## config.mk

```make
export PLATFORM = sky130hd
export DESIGN_NAME = full_adder_gate
export DESIGN_NICKNAME = d
export VERILOG_FILES = /design/src/rtl/full_adder_gate.sv
export SDC_FILE = /design/constraint.sdc
export NUM_CORES = 1
export LEC_CHECK = 0
export BUFFER_PORTS_ARGS = -buffer_cell sky130_fd_sc_hd__buf_2
export CELL_PAD_IN_SITES_DETAIL_PLACEMENT = 0
export CELL_PAD_IN_SITES_GLOBAL_PLACEMENT = 2
export CORE_AREA = 5 5 53 55
export CTS_BUF_LIST = sky130_fd_sc_hd__clkbuf_4 sky130_fd_sc_hd__clkbuf_8
export DETAILED_ROUTE_END_ITERATION = 12
export DIE_AREA = 0 0 58 60
export PLACE_DENSITY_LB_ADDON = 0.1
export SETUP_SLACK_MARGIN = 0.02
export SYNTH_ARGS = -nofsm -noshare
export SYNTH_HDL_FRONTEND = slang
export SYNTH_SLANG_ARGS = --single-unit
```

## constraint.sdc

```tcl
create_clock -name clk -period 1.4 [get_ports clk]
set_input_delay 0.28 -clock clk [delete_from_list [all_inputs] [get_ports clk]]
set_output_delay 0.28 -clock clk [all_outputs]
set_load 0.005 [all_outputs]
```

## src/rtl/full_adder_gate.sv

```systemverilog
// Gate-level full adder with a registered copy of its outputs, a saturating
// carry counter and a sticky arithmetic self-check.
module full_adder_gate (
    input  logic       clk,
    input  logic       rst_n,
    input  logic       A,
    input  logic       B,
    input  logic       Cin,
    output wire        S,
    output wire        Cout,
    output logic       S_q,
    output logic       Cout_q,
    output logic       valid_q,
    output logic [7:0] carry_cnt,
    output logic       err
);

    wire a_xor_b;
    wire a_and_b;
    wire cin_and_axb;

    xor g_xor_ab  (a_xor_b, A, B);
    xor g_xor_sum (S, a_xor_b, Cin);
    and g_and_ab  (a_and_b, A, B);
    and g_and_cin (cin_and_axb, Cin, a_xor_b);
    or  g_or_cout (Cout, a_and_b, cin_and_axb);

    logic [1:0] ref_sum;
    logic [7:0] carry_cnt_d;
    logic       err_d;

    // Behavioural reference, deliberately independent of the gate netlist.
    always_comb begin
        ref_sum = {1'b0, A} + {1'b0, B} + {1'b0, Cin};
        err_d   = err | ({Cout, S} != ref_sum);
        carry_cnt_d = carry_cnt;
        if (Cout && (carry_cnt != 8'hFF)) begin
            carry_cnt_d = carry_cnt + 8'd1;
        end
    end

    always_ff @(posedge clk) begin
        if (!rst_n) begin
            S_q       <= 1'b0;
            Cout_q    <= 1'b0;
            valid_q   <= 1'b0;
            carry_cnt <= 8'h00;
            err       <= 1'b0;
        end else begin
            S_q       <= S;
            Cout_q    <= Cout;
            valid_q   <= 1'b1;
            carry_cnt <= carry_cnt_d;
            err       <= err_d;
        end
    end

endmodule

```

**Word level (Yosys, flattened, before mapping)**

Cells that the tools add are included.

- Register bits: 12
- Input port bits: 5
- Output and inout bits: 14
- Word-level logic and storage cells: 18

- Add/subtract/negate cells: 3
- Equality and inequality tests: 2
- Multiplexer cells: 1
- Bitwise operators: 6
- Reductions and logical operators: 1

Operator list:

| operator | count |
|---|---|
| $add 8x1->8 const B | 1 |
| $ne 8x8->1 const B | 1 |
| $add 1x1->2 | 1 |
| $add 2x1->2 | 1 |
| $and 1x1->1 | 2 |
| $ne 2x2->1 | 1 |
| $or 1x1->1 | 2 |
| $xor 1x1->1 | 2 |
| $logic_and 1x1->1 | 1 |
| $mux 1 | 1 |

**Longest topological paths before layout**

Gate-level depths: netlist (run 1).

- Depth in word-level cells: 5
- Gate-level depth with buffers: 4
- Depth with buffers taken out: 4

**Least setup slack after synthesis (run 1)**

OpenSTA, ideal clock, no wires.

- Path kind: flip-flop to flip-flop
- From: register carry_cnt[0]
- To: register carry_cnt[6]
- Setup time: 0.116 ns
- Arrival time: 1.319 ns
- Required time: 1.284 ns
- Path slack: -0.036 ns
- Stages on the path, launching flop included: 5
- Buffers on the path: 0
- Clock period less this slack: 1.436 ns
- Path through: dfxtp_1 > ha_1 > nand3_2 > or4b_1 > o211a_1

- Word-level cells in the longest chain between the ends: 2
- Elaborated cells between the ends (all ways): 3
- Classes of those cells: add/sub (1); eq/ne (1); reduce/logical (1)

Ends and longest elaborated chain:

| item | line | text |
|---|---|---|
| start: declaration | 14 | `output logic [7:0] carry_cnt,` |
| start signal: assignment | 53 | `carry_cnt <= carry_cnt_d;` |
| branches (longest 2 deep; another with $add 8x1->8) | n/a |  |

Several ways; the timed one is not identified.
A chain may end at the register's enable or synchronous reset.

**Final worst setup path (run 1)**

- From: input port A
- To: output port S

- Word-level cells in the longest chain between the ends: 2

Ends and longest elaborated chain:

| item | line | text |
|---|---|---|
| start: declaration | 6 | `input logic A,` |
| $xor 1x1->1 | 22 | `xor g_xor_ab (a_xor_b, A, B);` |
| $xor 1x1->1 | 23 | `xor g_xor_sum (S, a_xor_b, Cin);` |
| end: declaration | 9 | `output wire S,` |

No other way between the ends.

==> flow_summary.ini, run 1 <==
[clocking]
root_buffer = clkbuf_4
cts_sinks = 12
cts_buffers = 3
cts_htree_levels = 1
path_clk_slew_ns = 0.07
hold_buffers = 0
cts_tree = yes
worstSkewPairLatency_ns = 0.26
clock_path_buffers = 2

[timing]
setup_violations = 0
max-slew-margin-rel_pct = 81.4
report.final.slew_viol_count = 0
worstMarginPinSlew_ns = 0.278
fmax_ghz = 0.746
fin_worst_skew_ns = 0.00184
fin_crit_ns = 1.34
finalSetupTns_ns = 0
finalCritPeriodShare_pct = 95.8
finalHoldViolCount = 0
rsz0062_at_grt = no

[critical_path]
r2r-end = carry_cnt[6]
r2r_slack_ns = 0.08
arrival_ns = 1.06
critPathLaunchType = primary input
r2r_cells = 4
crit_fanout = 2
cp-startpoint = A
path_class = in -> out
reg2reg_from = carry_cnt[0]
critPathRequiredTime_ns = 1.12
critPathCaptureType = output port

[hold_path]
min_from = rst_n
min_path_type = in -> reg
min_path_cells = 1
min_to = valid_q

[synthesis]
synth_cell_type_count = 24
syn_area_um2 = 554
synth_seq_cells = 12
syn_inst = 56
synth-async-reset-ratio_pct = 0
synth.avg_cell_area_um2 = 9.90
synth_top_flop_cell = dfxtp_1
synth-edff-count = 0
synthesis.nets = 63
ys_seq_area_share_pct = 43.3
yosysWarningCount = 0

[power]
powerDensity_nw_per_um2 = 874
peakVddDrop_mv = 0.434
p_leak_uw = 0.000331
p_total_uw = 662

[global_route]
grt_overflow = 0
antenna_found_initial = 0
grt_pass1_vias = 495
grt_pass1_wl_um = 2210
grt_start_max_net_pins = 18
grt_usage_pct = 8.62

[drt]
detail-route-antenna-nets = 0
drtPass1Iterations = 2
vias = 498
first_iter_violations = 4
drc_errors = 0
avgRoutedWirePerCell_um = 12.0
routed_wl_um = 1330
viasPerCell = 4.49

[placed_design]
gp_congestion = 0.687
portBuffers = 18
hpwl_um = 999

[floorplan]
fp-row-count = 18
core_area_um2 = 2340
chipHeight_um = 60
initial_utilization_pct = 23.7
die_w_um = 58
ioPinCount = 19
die_area_um2 = 3480

[job]
drv_cap = 0

[run_status]
status = finished clean

[cells_and_area]
finalNetCount = 90
layout-drive-gt1-share_pct = 44.4
areaGrowthSynthToFinish_pct = 36.6
diodes = 0
## layout make-up
cell class / instances / area (um2)
Sequential cell: 12 / 246
Timing Repair Buffer: 23 / 128
Clock buffer: 3 / 22.5
Tap cell: 30 / 37.5
Fill cell: 261 / 1590
Multi-Input combinational cell: 43 / 323
## what timing repair did
action | 4_1_cts | 5_1_grt
cloned | 0 | 0
buffers inserted | 1 | 0
pin swaps | 1 | 3
resized for setup | 1 | 4
endpoints found under the setup margin | 2 | 4
## per-layer routing
| metal | global-route usage, % | share of wire, % |
|---|---|---|
| met1 | 10.9 | 48 |
| met2 | 12.1 | 42 |
| met3 | 3.02 | 8.8 |
| met4 | 5.96 | 1.4 |
| met5 | 0 | 0 |
## worst max-delay path, stage by stage
cell and delay, ns:
buf_2 0.11, fa_2 0.56, buf_2 0.11
## stage by stage
step | cells | setup WS (ns) | hold WS (ns) | area [um2] | util, %
5_1_grt | 111 | 0.0240 | 0.306 | 757 | 32.3
3_5_place_dp | 107 | -0.0989 | 0.455 | 708 | 30.2
6_report | 111 | 0.0590 | 0.298 | 757 | 32.3
4_1_cts | 111 | 0.0324 | 0.298 | 748 | 31.9
2_1_floorplan | 56 | 0.0306 | 0.308 | 562 | -
3_3_place_gp | 107 | -0.0732 | 0.442 | 708 | 30.2
## registers in the layout, indices dropped and copies added (netlist names)
name,cells
valid_q,1
err,1
S_q,1
carry_cnt,8
Cout_q,1
## cell families (layout without fill, tap and decap cells)
group | count (synthesis) | after routing | synth area share, %
simple gates | 27 | 27 | 28.7
flops | 12 | 12 | 43.3
compound gates | 9 | 9 | 11.1
mux | 5 | 5 | 9.03
fa+ha+maj | 2 | 2 | 5.87
buf+inv | 1 | 26 | 2.03
## cell usage in the layout (no fill, tap or decap), drive strengths merged
cell type,synthesis,layout
mux2i,5,5
o21bai,1,1
o211a,1,1
and3,1,1
and4,1,1
ha,1,1
buf,1,23
nor3b,1,1
o311a,1,1
nor2,1,1
dfxtp,12,12
or4b,1,1
nand2,7,7
nand3,3,3
nand2b,5,5
a21oi,3,3
nand4,3,3
a31oi,1,1
o21ai,1,1
fa,1,1
and2,4,4
clkbuf,0,3
a211oi,1,1
## report_power, final
group / switching (uW) / leakage [uW] / internal (uW)
sequential: 8.92 / 0.000100 / 356
clock: 102 / 0.0000138 / 99.2
combinational: 42.1 / 0.000217 / 52.8
total: 154 / 0.000331 / 508
## synthesized netlist by cell type, types with 2 or more instances
cell type	n	area share, %
a21oi_1	3	2.7
and2_1	3	3.4
dfxtp_1	12	43
mux2i_1	5	9.0
nand2_1	7	4.7
nand2b_1	5	5.6
nand3_1	2	1.8
nand4_1	3	3.4
## worst max-delay path by stage
stage | to | slack (ns)
finish | S | 0.06
detailed placement | carry_cnt[6] | -0.1
global route | S | 0.02
CTS | carry_cnt[6] | 0.03
global placement | carry_cnt[6] | -0.07
floorplan | carry_cnt[6] | 0.03
No activity file was read; power rests on OpenSTA's default activity.
==> run 2, diff against run 1 <==
- BUFFER_PORTS_ARGS: -buffer_cell sky130_fd_sc_hd__buf_2 -> not set
- CORE_AREA: 5 5 53 55 -> 5 5 47 49
- DIE_AREA: 0 0 58 60 -> 0 0 52 54
- DONT_BUFFER_PORTS: not set -> 1
==> flow_summary.ini, run 2 (synthesized netlist as in run 1, its figures left out) <==
[drt]
dr_wl_met2_um = 680
detail-route-antenna-nets = 0
routed_wl_um = 1340
avgRoutedWirePerCell_um = 14.3
met3_wirelength_um = 131
met1_length_um = 506
vias = 477
first_iter_violations = 7
viasPerCell = 5.07
drtPass1Iterations = 4
drc_errors = 0
highest_layer = met4

[clocking]
path_clk_slew_ns = 0.07
clock_path_buffers = 2
worstSkewPairLatency_ns = 0.27
cts_htree_levels = 1
post_cts_buffers = 0
cts_sinks = 12
root_buffer = clkbuf_4
cts_buffers = 3
cts_tree = yes

[floorplan]
ioPinCount = 19
die_area_um2 = 2810
die_w_um = 52
initial_utilization_pct = 30.4
core_area_um2 = 1820
chipHeight_um = 54
fp-row-count = 16

[critical_path]
critPathLaunchType = flop
critPathRequiredTime_ns = 1.57
critPathCaptureType = flop
cp-endpoint = carry_cnt[6]
r2r_slack_ns = 0.11
cp-startpoint = carry_cnt[0]
crit_cells = 4
reg2reg_from = carry_cnt[0]
crit_family = simple AND/OR/NAND/NOR gates
crit_fanout = 3
max_stage_delay_ns = 0.47
r2r-end = carry_cnt[6]
cp_num_buf_inv = 0
path_class = reg -> reg
r2r_cells = 4
cpMaxStageDelayCell = or4b_1
arrival_ns = 1.47
crit_path_cell_trace = ha_4 > nand3_2 > or4b_1 > o211a_1

[timing]
rsz0062_at_grt = no
fin_crit_ns = 1.29
report.final.slew_viol_count = 0
fin_worst_skew_ns = 0.00421
fin_ws_ns = 0.106
setup_violations = 0
worstMarginPinSlew_ns = 0.305
holdWs_ns = 0.0317
fmax_ghz = 0.773
finalCritPeriodShare_pct = 92.4
finalHoldViolCount = 0
finalSetupTns_ns = 0
max-slew-margin-rel_pct = 79.6

[hold_path]
min_path_type = in -> reg

[placed_design]
portBuffers = 0
post-place-ws_ns = 0.0216
hpwl_um = 1070
dp.cells = 91
gp_congestion = 0.769

[global_route]
grt_start_max_net_pins = 18
grt_pass1_vias = 472
grt_overflow = 0
grt_pass1_wl_um = 2120
antenna_found_initial = 0
grt_usage_pct = 10.6

[cells_and_area]
largest_register_ff_count = 8
finalNonFillerCells = 94
layout_commonest_cell = dfxtp_1
diodes = 0
regMostFlops = carry_cnt
layout-drive-gt1-share_pct = 26.9
finalNetCount = 76
nFillCells = 189
final_cell_mix = 10 x dfxtp_1, 9 x buf_4, 7 x nand2_1
areaGrowthSynthToFinish_pct = 23.9

[job]
drv_cap = 0

[power]
peakVddDrop_mv = 0.506
powerDensity_nw_per_um2 = 936
p_leak_uw = 0.000265

[run_status]
status = finished clean
==> run 2: cell types whose count changed in the layout (fill, tap and decap cells not counted), sizes merged <==
cell / before / now
buf: 23 / 9
==> run 2: what timing repair did <==
action | in CTS | in global routing
hold buffers | 0 | 0
gates resized for setup | 1 | 2
endpoints found under the setup margin | 1 | 3
pin swaps | 0 | 2
==> run 2: stage by stage <==
step | area [um2] | power (uW) | utilization, %
final | 687 | 643 | 37.7
after floorplan | 562 | 414 | -
after global placement | 652 | 435 | 35.8
after CTS | 684 | 647 | 37.6
after global routing | 687 | 675 | 37.7
after detailed placement | 652 | 439 | 35.8
==> run 2: final cells by class <==
class / count / area, um2 / area share (%)
well taps: 27 / 33.8 / 4.92
clock buffers: 3 / 22.5 / 3.28
flip-flops and latches: 12 / 245 / 35.7
repair buffers: 9 / 67.6 / 9.84
multi-input cells: 43 / 318 / 46.3
==> run 2: routing by layer <==
metal | up-vias | global-route usage, %
li1 | 230 | -
met1 | 225 | 10.8
met2 | 18 | 18.6
met3 | 4 | 3.88
met4 | 0 | 6.55
met5 | - | 0
==> run 2: power by group <==
part / switching (uW) / internal (uW) / leakage [uW]
Clock: 110 / 99.6 / 0.0000138
Sequential: 10.3 / 356 / 0.0000990
Combinational: 28.9 / 37.2 / 0.000153
Total: 150 / 493 / 0.000265
==> run 2: how the worst min path moves through the flow <==
stage | from | endpoint | cells after the start | slack (ns)
global route | rst_n | valid_q | 0 | 0.01
detailed placement | rst_n | valid_q | 0 | 0.31
CTS | rst_n | valid_q | 0 | 0.03
global placement | rst_n | valid_q | 0 | 0.31
floorplan | rst_n | valid_q | 0 | 0.31
finish | rst_n | valid_q | 0 | 0.03
==> run 2: worst register-to-register path, stage by stage (launching register included) <==
cell and delay [ns]:
dfxtp_4 0.36, ha_4 0.14, nand3_2 0.09, or4b_1 0.47, o211a_1 0.13
